===== src/rtl/truth_table_scanner_if.sv =====
// truth_table_scanner_if: scan request, blackbox stimulus/response and captured-table signals
interface truth_table_scanner_if #(parameter int N_IN = 3);
  logic start;
  logic u_in;
  logic [N_IN-1:0] vec;
  logic busy;
  logic done;
  logic [2**N_IN-1:0] table_out;
  logic valid;
  modport master(output start, u_in, input vec, busy, done, table_out, valid);
  modport slave(input start, u_in, output vec, busy, done, table_out, valid);
endinterface


===== src/rtl/truth_table_scanner.sv =====
// truth_table_scanner: sweeps every input vector into a blackbox and captures its output as a truth table
module truth_table_scanner #(
  parameter int N_IN = 3,
  parameter int SETTLE = 2
) (
  input logic clk,
  input logic rst_n,
  truth_table_scanner_if.slave bus
);
  localparam int W = 2**N_IN;
  localparam int CW = SETTLE > 1 ? $clog2(SETTLE) : 1;
  typedef enum logic [1:0] {S_IDLE, S_SETTLE, S_SAMPLE, S_DONE} state_t;
  state_t state_q, state_d;
  logic [N_IN-1:0] idx_q, idx_d, vec_q, vec_d;
  logic [CW-1:0] cnt_q, cnt_d;
  logic [W-1:0] work_q, work_d, table_q, table_d;
  logic busy_q, busy_d, done_q, done_d, valid_q, valid_d;
  always_ff @(posedge clk or negedge rst_n) begin
    if (!rst_n) begin
      state_q <= S_IDLE;
      idx_q <= '0;
      vec_q <= '0;
      cnt_q <= '0;
      work_q <= '0;
      table_q <= '0;
      busy_q <= 1'b0;
      done_q <= 1'b0;
      valid_q <= 1'b0;
    end else begin
      state_q <= state_d;
      idx_q <= idx_d;
      vec_q <= vec_d;
      cnt_q <= cnt_d;
      work_q <= work_d;
      table_q <= table_d;
      busy_q <= busy_d;
      done_q <= done_d;
      valid_q <= valid_d;
    end
  end
  // table_out only updates at scan start (cleared) and at DONE, so IDLE keeps the last result
  always_comb begin
    state_d = state_q;
    idx_d = idx_q;
    vec_d = vec_q;
    cnt_d = cnt_q;
    work_d = work_q;
    table_d = table_q;
    busy_d = busy_q;
    done_d = 1'b0;
    valid_d = valid_q;
    case (state_q)
      S_IDLE: if (bus.start) begin
        state_d = S_SETTLE;
        idx_d = '0;
        vec_d = '0;
        cnt_d = '0;
        work_d = '0;
        table_d = '0;
        busy_d = 1'b1;
        valid_d = 1'b0;
      end
      S_SETTLE: begin
        cnt_d = cnt_q + 1'b1;
        state_d = cnt_q == CW'(SETTLE - 1) ? S_SAMPLE : S_SETTLE;
      end
      S_SAMPLE: begin
        work_d[idx_q] = bus.u_in;
        if (idx_q == N_IN'(W - 1)) state_d = S_DONE;
        else begin
          idx_d = idx_q + 1'b1;
          vec_d = idx_q + 1'b1;
          cnt_d = '0;
          state_d = S_SETTLE;
        end
      end
      S_DONE: begin
        done_d = 1'b1;
        table_d = work_q;
        valid_d = 1'b1;
        busy_d = 1'b0;
        state_d = S_IDLE;
      end
      default: state_d = S_IDLE;
    endcase
  end
  assign bus.vec = vec_q;
  assign bus.busy = busy_q;
  assign bus.done = done_q;
  assign bus.table_out = table_q;
  assign bus.valid = valid_q;
endmodule


===== src/flat_wrapper.sv =====
// flat-port wrapper written by rule: the top's interface ports become plain ports
module truth_table_scanner_flat 
#(
  parameter int N_IN = 3,
  parameter int SETTLE = 2
)
  (clk, rst_n, bus_start, bus_u_in, bus_vec, bus_busy, bus_done, bus_table_out, bus_valid);
  truth_table_scanner_if #(.N_IN(N_IN)) bus_i ();
  input logic clk;
  input logic rst_n;
  input wire logic [$bits(bus_i.start)-1:0] bus_start;
  input wire logic [$bits(bus_i.u_in)-1:0] bus_u_in;
  output wire logic [$bits(bus_i.vec)-1:0] bus_vec;
  output wire logic [$bits(bus_i.busy)-1:0] bus_busy;
  output wire logic [$bits(bus_i.done)-1:0] bus_done;
  output wire logic [$bits(bus_i.table_out)-1:0] bus_table_out;
  output wire logic [$bits(bus_i.valid)-1:0] bus_valid;
  assign bus_i.start = bus_start;
  assign bus_i.u_in = bus_u_in;
  assign bus_vec = bus_i.vec;
  assign bus_busy = bus_i.busy;
  assign bus_done = bus_i.done;
  assign bus_table_out = bus_i.table_out;
  assign bus_valid = bus_i.valid;
  truth_table_scanner #(.N_IN(N_IN), .SETTLE(SETTLE)) u_core (.clk(clk), .rst_n(rst_n), .bus(bus_i));
endmodule

===== config.mk =====
export PLATFORM = sky130hd
export DESIGN_NAME = truth_table_scanner_flat
export DESIGN_NICKNAME = d
export VERILOG_FILES = /design/src/rtl/truth_table_scanner_if.sv /design/src/rtl/truth_table_scanner.sv /design/src/flat_wrapper.sv
export SDC_FILE = /design/constraint.sdc
export NUM_CORES = 1
export LEC_CHECK = 0
export CAP_MARGIN = 5
export CORE_MARGIN = 5
export CORE_UTILIZATION = 65
export DETAILED_ROUTE_END_ITERATION = 8
export DONT_BUFFER_PORTS = 1
export HOLD_SLACK_MARGIN = 0.02
export PLACE_DENSITY = 0.81
export SYNTH_ARGS = -nofsm -noshare
export SYNTH_HDL_FRONTEND = slang
export SYNTH_SLANG_ARGS = --single-unit

===== constraint.sdc =====
create_clock -name clk -period 2.51 [get_ports clk]
set_input_delay 0.502 -clock clk [delete_from_list [all_inputs] [get_ports clk]]
set_output_delay 0.502 -clock clk [all_outputs]
set_load 0.01 [all_outputs]

==> reports/metrics.cfg, run 1 <==
[final_layout]
nets=111
syn_to_final_growth_pct=1.27
fin_util_pct=69.2
drive_gt1_share_pct=8.65
antenna_cells=0
fillers=133

[clocking]
cts_tree=yes
cts-root-buf=clkbuf_4
path_clk_slew_ns=0.14
clock_sinks=25
cts-resized-gates=0
insertion_delay_ns=0.32
numCtsBuffers=3
clk_path_buf_depth=2
ctsHtreeMaxLevel=1

[die]
io_pins=18
initial_core_util_pct=68.3
die_x_um=52.6
coreArea_mm2=0.00173
die_h_um=52.6
die-area_mm2=0.00277
rows=15

[worst_setup_path]
cpPeakStageDelay_ns=0.67
reg2reg_depth=5
crit_cells=5
arrival_ns=2.02
slowest_stage=dfrtp_1
crit_top_cell=ha_1
crit_family=flip-flops
critPathRequiredTime_ns=2.74
path_buf_inv=0
path_cells=ha_1 -> ha_1 -> nor2_1 -> mux2_2 -> a22o_1
path_class=flip-flop to flip-flop
start_kind=flip-flop
critPathMaxFanout=13
endpoint_kind=flip-flop

[synthesis]
synth_edf_count=0
synth_top_area_cell=dfrtp_1
netlist_instances=107
ys_top_cells_by_count=dfrtp_1, nand2_1, o21ai_0, a22o_1, mux2i_1
ys_seq_area_share_pct=53.0
synth_ff_type=dfrtp_1
synthArstFlopShare_pct=100
yosys_warnings=0
syn_area_mm2=0.00118
syn_avg_cell_area_um2=11.0
synth.area.top_cells=dfrtp_1, nand2_1, mux2i_1
ys_seq_elements=25
synthDistinctLibCells=29
synth_top_area_share_pct=53.0
synth_nets=113

[placement]
dpl_worst_slack_ns=0.727
numPortBuffers=0
gp_congestion=0.717
post-dp-hpwl_um=1270

[sta]
setup-violations-final=0
final.period_utilization_pct=71.4
setup_ws_ns=0.718
whs_ns=0.426
period_needed_ns=1.79
skew_ns=0.00210
fmax_mhz=558
finalMaxSlewViolations=0
rsz0062_at_grt=false
finalHoldViolations=0
slew-limit-headroom_pct=27.8
setup_tns_ns=0
worst_slew_pin_slew_ns=1.08

[route]
routed_wl_um=1860
via_per_inst=5.51
drt-pass1-iter-count=4
drtIter0Drc=33
via_count=711
drc=0
ant_nets=0
wl_per_cell_um=14.4

[grt]
first_global_vias=727
grt_first_pass_wirelength_um=3210
gr-total-overflow=0
grt_antenna_before_repair=0
grt_max_degree=26
grtUsageTotal_pct=15.7

[status]
outcome=complete, no violations

[worst_hold_path]
hp-class=input pin to flip-flop
whs_path_depth=2

[job]
drv_cap=0

[power_and_ir_drop]
p_leak_uw=0.000568
power_density_mw_per_mm2=928
ir_drop_mv=0.535
totalPowerFinal_uw=1110

==> path summary, 6_finish.rpt <==
path / from / end / slack (ns)
setup / recovery: u_core.bus.vec[1] / u_core.bus.vec[0] / 0.72
hold / removal: bus_start / u_core.state_q[0] / 0.43
setup reg to reg: u_core.bus.vec[1] / u_core.bus.vec[0] / 0.72
hold reg to reg: u_core.work_q[0] / u_core.bus.table_out[0] / 0.50
max in group asynchronous: rst_n / u_core.bus.table_out[3] / 1.06
min in group asynchronous: rst_n / u_core.work_q[2] / 0.81
==> report_power, final <==
| group | switching [µW] | total, µW | internal, µW |
|---|---|---|---|
| registers | 165 | 653 | 488 |
| clock network | 126 | 187 | 60.9 |
| logic | 135 | 269 | 135 |
| total | 425 | 1110 | 684 |
==> repair_timing <==
item	CTS	global route
hold buffers	1	0
setup buffers	0	0
endpoints found under the hold margin	25	0
setup endpoints to repair	0	0
==> logic make-up (layout without fill, tap and decap cells) <==
group,count (synthesis),count (layout),synth area share [%]
mux,7,7,6.04
xor+xnor,1,1,0.742
buf+inv,10,7,5.41
compound gates,24,24,15.9
flops,25,25,53.0
fa+ha+maj,2,2,2.12
simple gates,38,38,16.8
==> metal layers <==
metal  vias to the layer above  track usage [%]  share of wire [%]
met5                         -                0                  0
met4                         0             5.11               0.38
met3                         2             2.85                4.8
met2                        16             24.6                 46
met1                       332             21.9                 49
li1                        361                -                  -
==> layout make-up <==
type | instances | area (µm²) | area share [%]
clock buffer | 3 | 22.5 | 1.88
tap | 25 | 31.3 | 2.62
multi-input combinational | 72 | 490 | 41.0
clock inverter | 1 | 7.51 | 0.628
inverter | 2 | 7.51 | 0.628
sequential | 25 | 626 | 52.4
timing repair buffer | 1 | 10.0 | 0.838
==> state kept, by name, indices dropped and copies added (netlist names) <==
signal                count
u_core.bus.vec            3
u_core.bus.table_out      8
u_core.state_q            2
u_core.bus.done           1
u_core.bus.busy           1
u_core.cnt_q              1
u_core.work_q             8
u_core.bus.valid          1
==> cells in the final DEF (no fill, tap or decap), types with 2 or more instances in the layout <==
cell | Yosys | routed
nor2_1 | 2 | 2
ha_1 | 2 | 2
mux2i_1 | 6 | 6
a22o_1 | 6 | 6
nand3b_1 | 3 | 3
o31ai_1 | 2 | 2
nor3b_1 | 2 | 2
nand2_1 | 25 | 25
dfrtp_1 | 25 | 25
inv_1 | 2 | 2
clkbuf_4 | 0 | 3
o21ai_0 | 11 | 11
==> through the flow <==
stage / instances / cell area (µm²)
after floorplan: 107 / 1180
after global placement: 124 / 1150
after detailed placement: 124 / 1150
after CTS: 129 / 1190
after global routing: 129 / 1190
final: 129 / 1190
Note: power is estimated with default switching activity, not from simulation.
==> run 2: changes to the inputs <==
--- a/config.mk
+++ b/config.mk
@@ -7,11 +7,11 @@
 export LEC_CHECK = 0
 export CAP_MARGIN = 5
 export CORE_MARGIN = 5
-export CORE_UTILIZATION = 65
+export CORE_UTILIZATION = 60
 export DETAILED_ROUTE_END_ITERATION = 8
 export DONT_BUFFER_PORTS = 1
 export HOLD_SLACK_MARGIN = 0.02
-export PLACE_DENSITY = 0.81
+export PLACE_DENSITY = 0.76
 export SYNTH_ARGS = -nofsm -noshare
 export SYNTH_HDL_FRONTEND = slang
 export SYNTH_SLANG_ARGS = --single-unit
==> constraint.sdc (replaced) <==
create_clock -name clk -period 1.8 [get_ports clk]
set_input_delay 0.36 -clock clk [delete_from_list [all_inputs] [get_ports clk]]
set_output_delay 0.36 -clock clk [all_outputs]
set_load 0.01 [all_outputs]
==> run 2 against run 1 <==
Clock skew fell by 0.00093 ns. Highest routed layer unchanged. Global-route usage increased by 0.43 points. First-iteration DRC count is 45% lower. Critical endpoint is now u_core.work_q[1]. Largest cell class unchanged. Critical path type unchanged.
==> reports/metrics.cfg, run 2 (synthesis gave the netlist of run 1 again) <==
[die]
die_h_um=54.3  ; was 52.6 µm
rows=16  ; was 15
coreArea_mm2=0.00192  ; was 0.00173 mm²
die_x_um=54.3  ; was 52.6 µm
initial_core_util_pct=61.4  ; was 68.3%
die-area_mm2=0.00295  ; was 0.00277 mm²
io_pins=18  ; unchanged

[status]
outcome=complete, no violations  ; unchanged

[clocking]
cts_tree=yes  ; unchanged
clk_path_buf_depth=2  ; unchanged
cts-root-buf=clkbuf_4  ; unchanged
numCtsBuffers=3  ; unchanged
post_cts_buffers=0  ; unchanged
clock_sinks=25  ; unchanged
path_clk_slew_ns=0.13  ; was 0.14 ns
insertion_delay_ns=0.31  ; was 0.32 ns
ctsHtreeMaxLevel=1  ; unchanged

[worst_setup_path]
arrival_ns=1.66  ; was 2.02 ns
critPathMaxFanout=18  ; was 13
start_kind=flip-flop  ; unchanged
path_class=flip-flop to flip-flop  ; unchanged
reg2reg_slack_ns=0.35  ; was 0.72 ns
critPathRequiredTime_ns=2.01  ; was 2.74 ns
endpoint_kind=flip-flop  ; unchanged

[final_layout]
drive_gt1_share_pct=12.7  ; was 8.65%
final_cell_area_mm2=0.00125  ; was 0.00119 mm²
syn_to_final_growth_pct=6.04  ; was 1.27%
seqCellArea_um2=626  ; unchanged
final_cell_mix=nand2_1, dfrtp_1, o21ai_0  ; unchanged
fillers=166  ; was 133
multiInputGateArea_um2=490  ; unchanged
antenna_cells=0  ; unchanged
fin_util_pct=65.1  ; was 69.2%
nets=117  ; was 111

[sta]
whs_ns=0.280  ; was 0.426 ns
setup-violations-final=0  ; unchanged
final.period_utilization_pct=80.5  ; was 71.4%
setup_tns_ns=0  ; unchanged
period_needed_ns=1.45  ; was 1.79 ns
slew-limit-headroom_pct=59.4  ; was 27.8%
worst_slew_pin_slew_ns=0.609  ; was 1.08 ns
skew_ns=0.00117  ; was 0.00210 ns
setup_ws_ns=0.351  ; was 0.718 ns
fmax_mhz=690  ; was 558 MHz
finalMaxSlewViolations=0  ; unchanged
rsz0062_at_grt=false  ; unchanged
finalHoldViolations=0  ; unchanged

[grt]
first_global_vias=796  ; was 727
grt_first_pass_wirelength_um=3440  ; was 3210 µm
grtUsageTotal_pct=16.2  ; was 15.7%
gr-total-overflow=0  ; unchanged
grt_antenna_before_repair=0  ; unchanged
grt_max_degree=26  ; unchanged

[route]
drc=0  ; unchanged
wl_per_cell_um=14.5  ; was 14.4 µm
ant_nets=0  ; unchanged
drtIter0Drc=18  ; was 33
routed_wl_um=1990  ; was 1860 µm
via_per_inst=5.60  ; was 5.51
drt-pass1-iter-count=4  ; unchanged
via_count=767  ; was 711

[placement]
post-dp-hpwl_um=1310  ; was 1270 µm
gp_congestion=0.760  ; was 0.717
numPortBuffers=0  ; unchanged
dpl_worst_slack_ns=0.362  ; was 0.727 ns
placed_cell_area_mm2=0.00119  ; was 0.00115 mm²

[worst_hold_path]
hp-class=input pin to flip-flop  ; unchanged

[power_and_ir_drop]
ir_drop_mv=0.936  ; was 0.535 mV
power_density_mw_per_mm2=1300  ; was 928 mW/mm²
p_leak_uw=0.000604  ; was 0.000568 µW

[job]
drv_cap=0  ; unchanged

-- run 2: cell types whose count changed in the layout (fill, tap and decap cells not counted), sizes merged --
cell	previous run	this run
buf	0	6
clkbuf	3	4
clkinvlp	1	0
-- run 2: final timing paths --
kind,startpoint,end,depth (start not counted)
worst max-delay path,u_core.state_q[0],u_core.work_q[1],3
worst max register to register,u_core.state_q[0],u_core.work_q[1],3
min in group asynchronous,rst_n,u_core.bus.table_out[4],2
max in group asynchronous,rst_n,u_core.bus.vec[0],2
worst min register to register,u_core.work_q[5],u_core.bus.table_out[5],2
worst min-delay path,bus_start,u_core.state_q[0],2
-- run 2: power by group --
part	leakage (µW)	internal, µW	switching (µW)	total (µW)
logic	0.000252	250	343	592
registers	0.000337	683	95.9	779
clock network	0.0000150	86.6	164	250
-- run 2: timing repair --
action / 4_1_cts / 5_1_grt
endpoints found under the hold margin: 25 / 0
gates resized for setup: 0 / 0
hold buffers: 2 / 0
-- run 2: per-stage QoR --
stage | power, µW | instances
detailed placement | 1370 | 131
CTS | 1630 | 137
floorplan | 1270 | 107
global placement | 1340 | 131
global route | 1730 | 137
finish | 1620 | 137
-- run 2: worst max-delay path, stage by stage, from the launching register on --
cell	delay [ns]
dfrtp_1	0.40
or3b_1	0.65
o311ai_4	0.19
o41ai_2	0.10
-- run 2: final cells by class --
class                      instances  share of cell area (%)
tap                               27                    2.70
clock buffer                       4                    2.10
multi-input combinational         72                    39.2
inverter                           2                   0.600
timing repair buffer               7                    5.40
sequential                        25                    50.0
-- run 2: layer usage --
metal	GRT usage (%)	routed length [µm]	vias to the layer above
met2	28.3	1000	17
met3	3.27	84	3
met4	4.98	17	0
met1	19.8	885	375
li1	-	-	372
met5	0	0	-
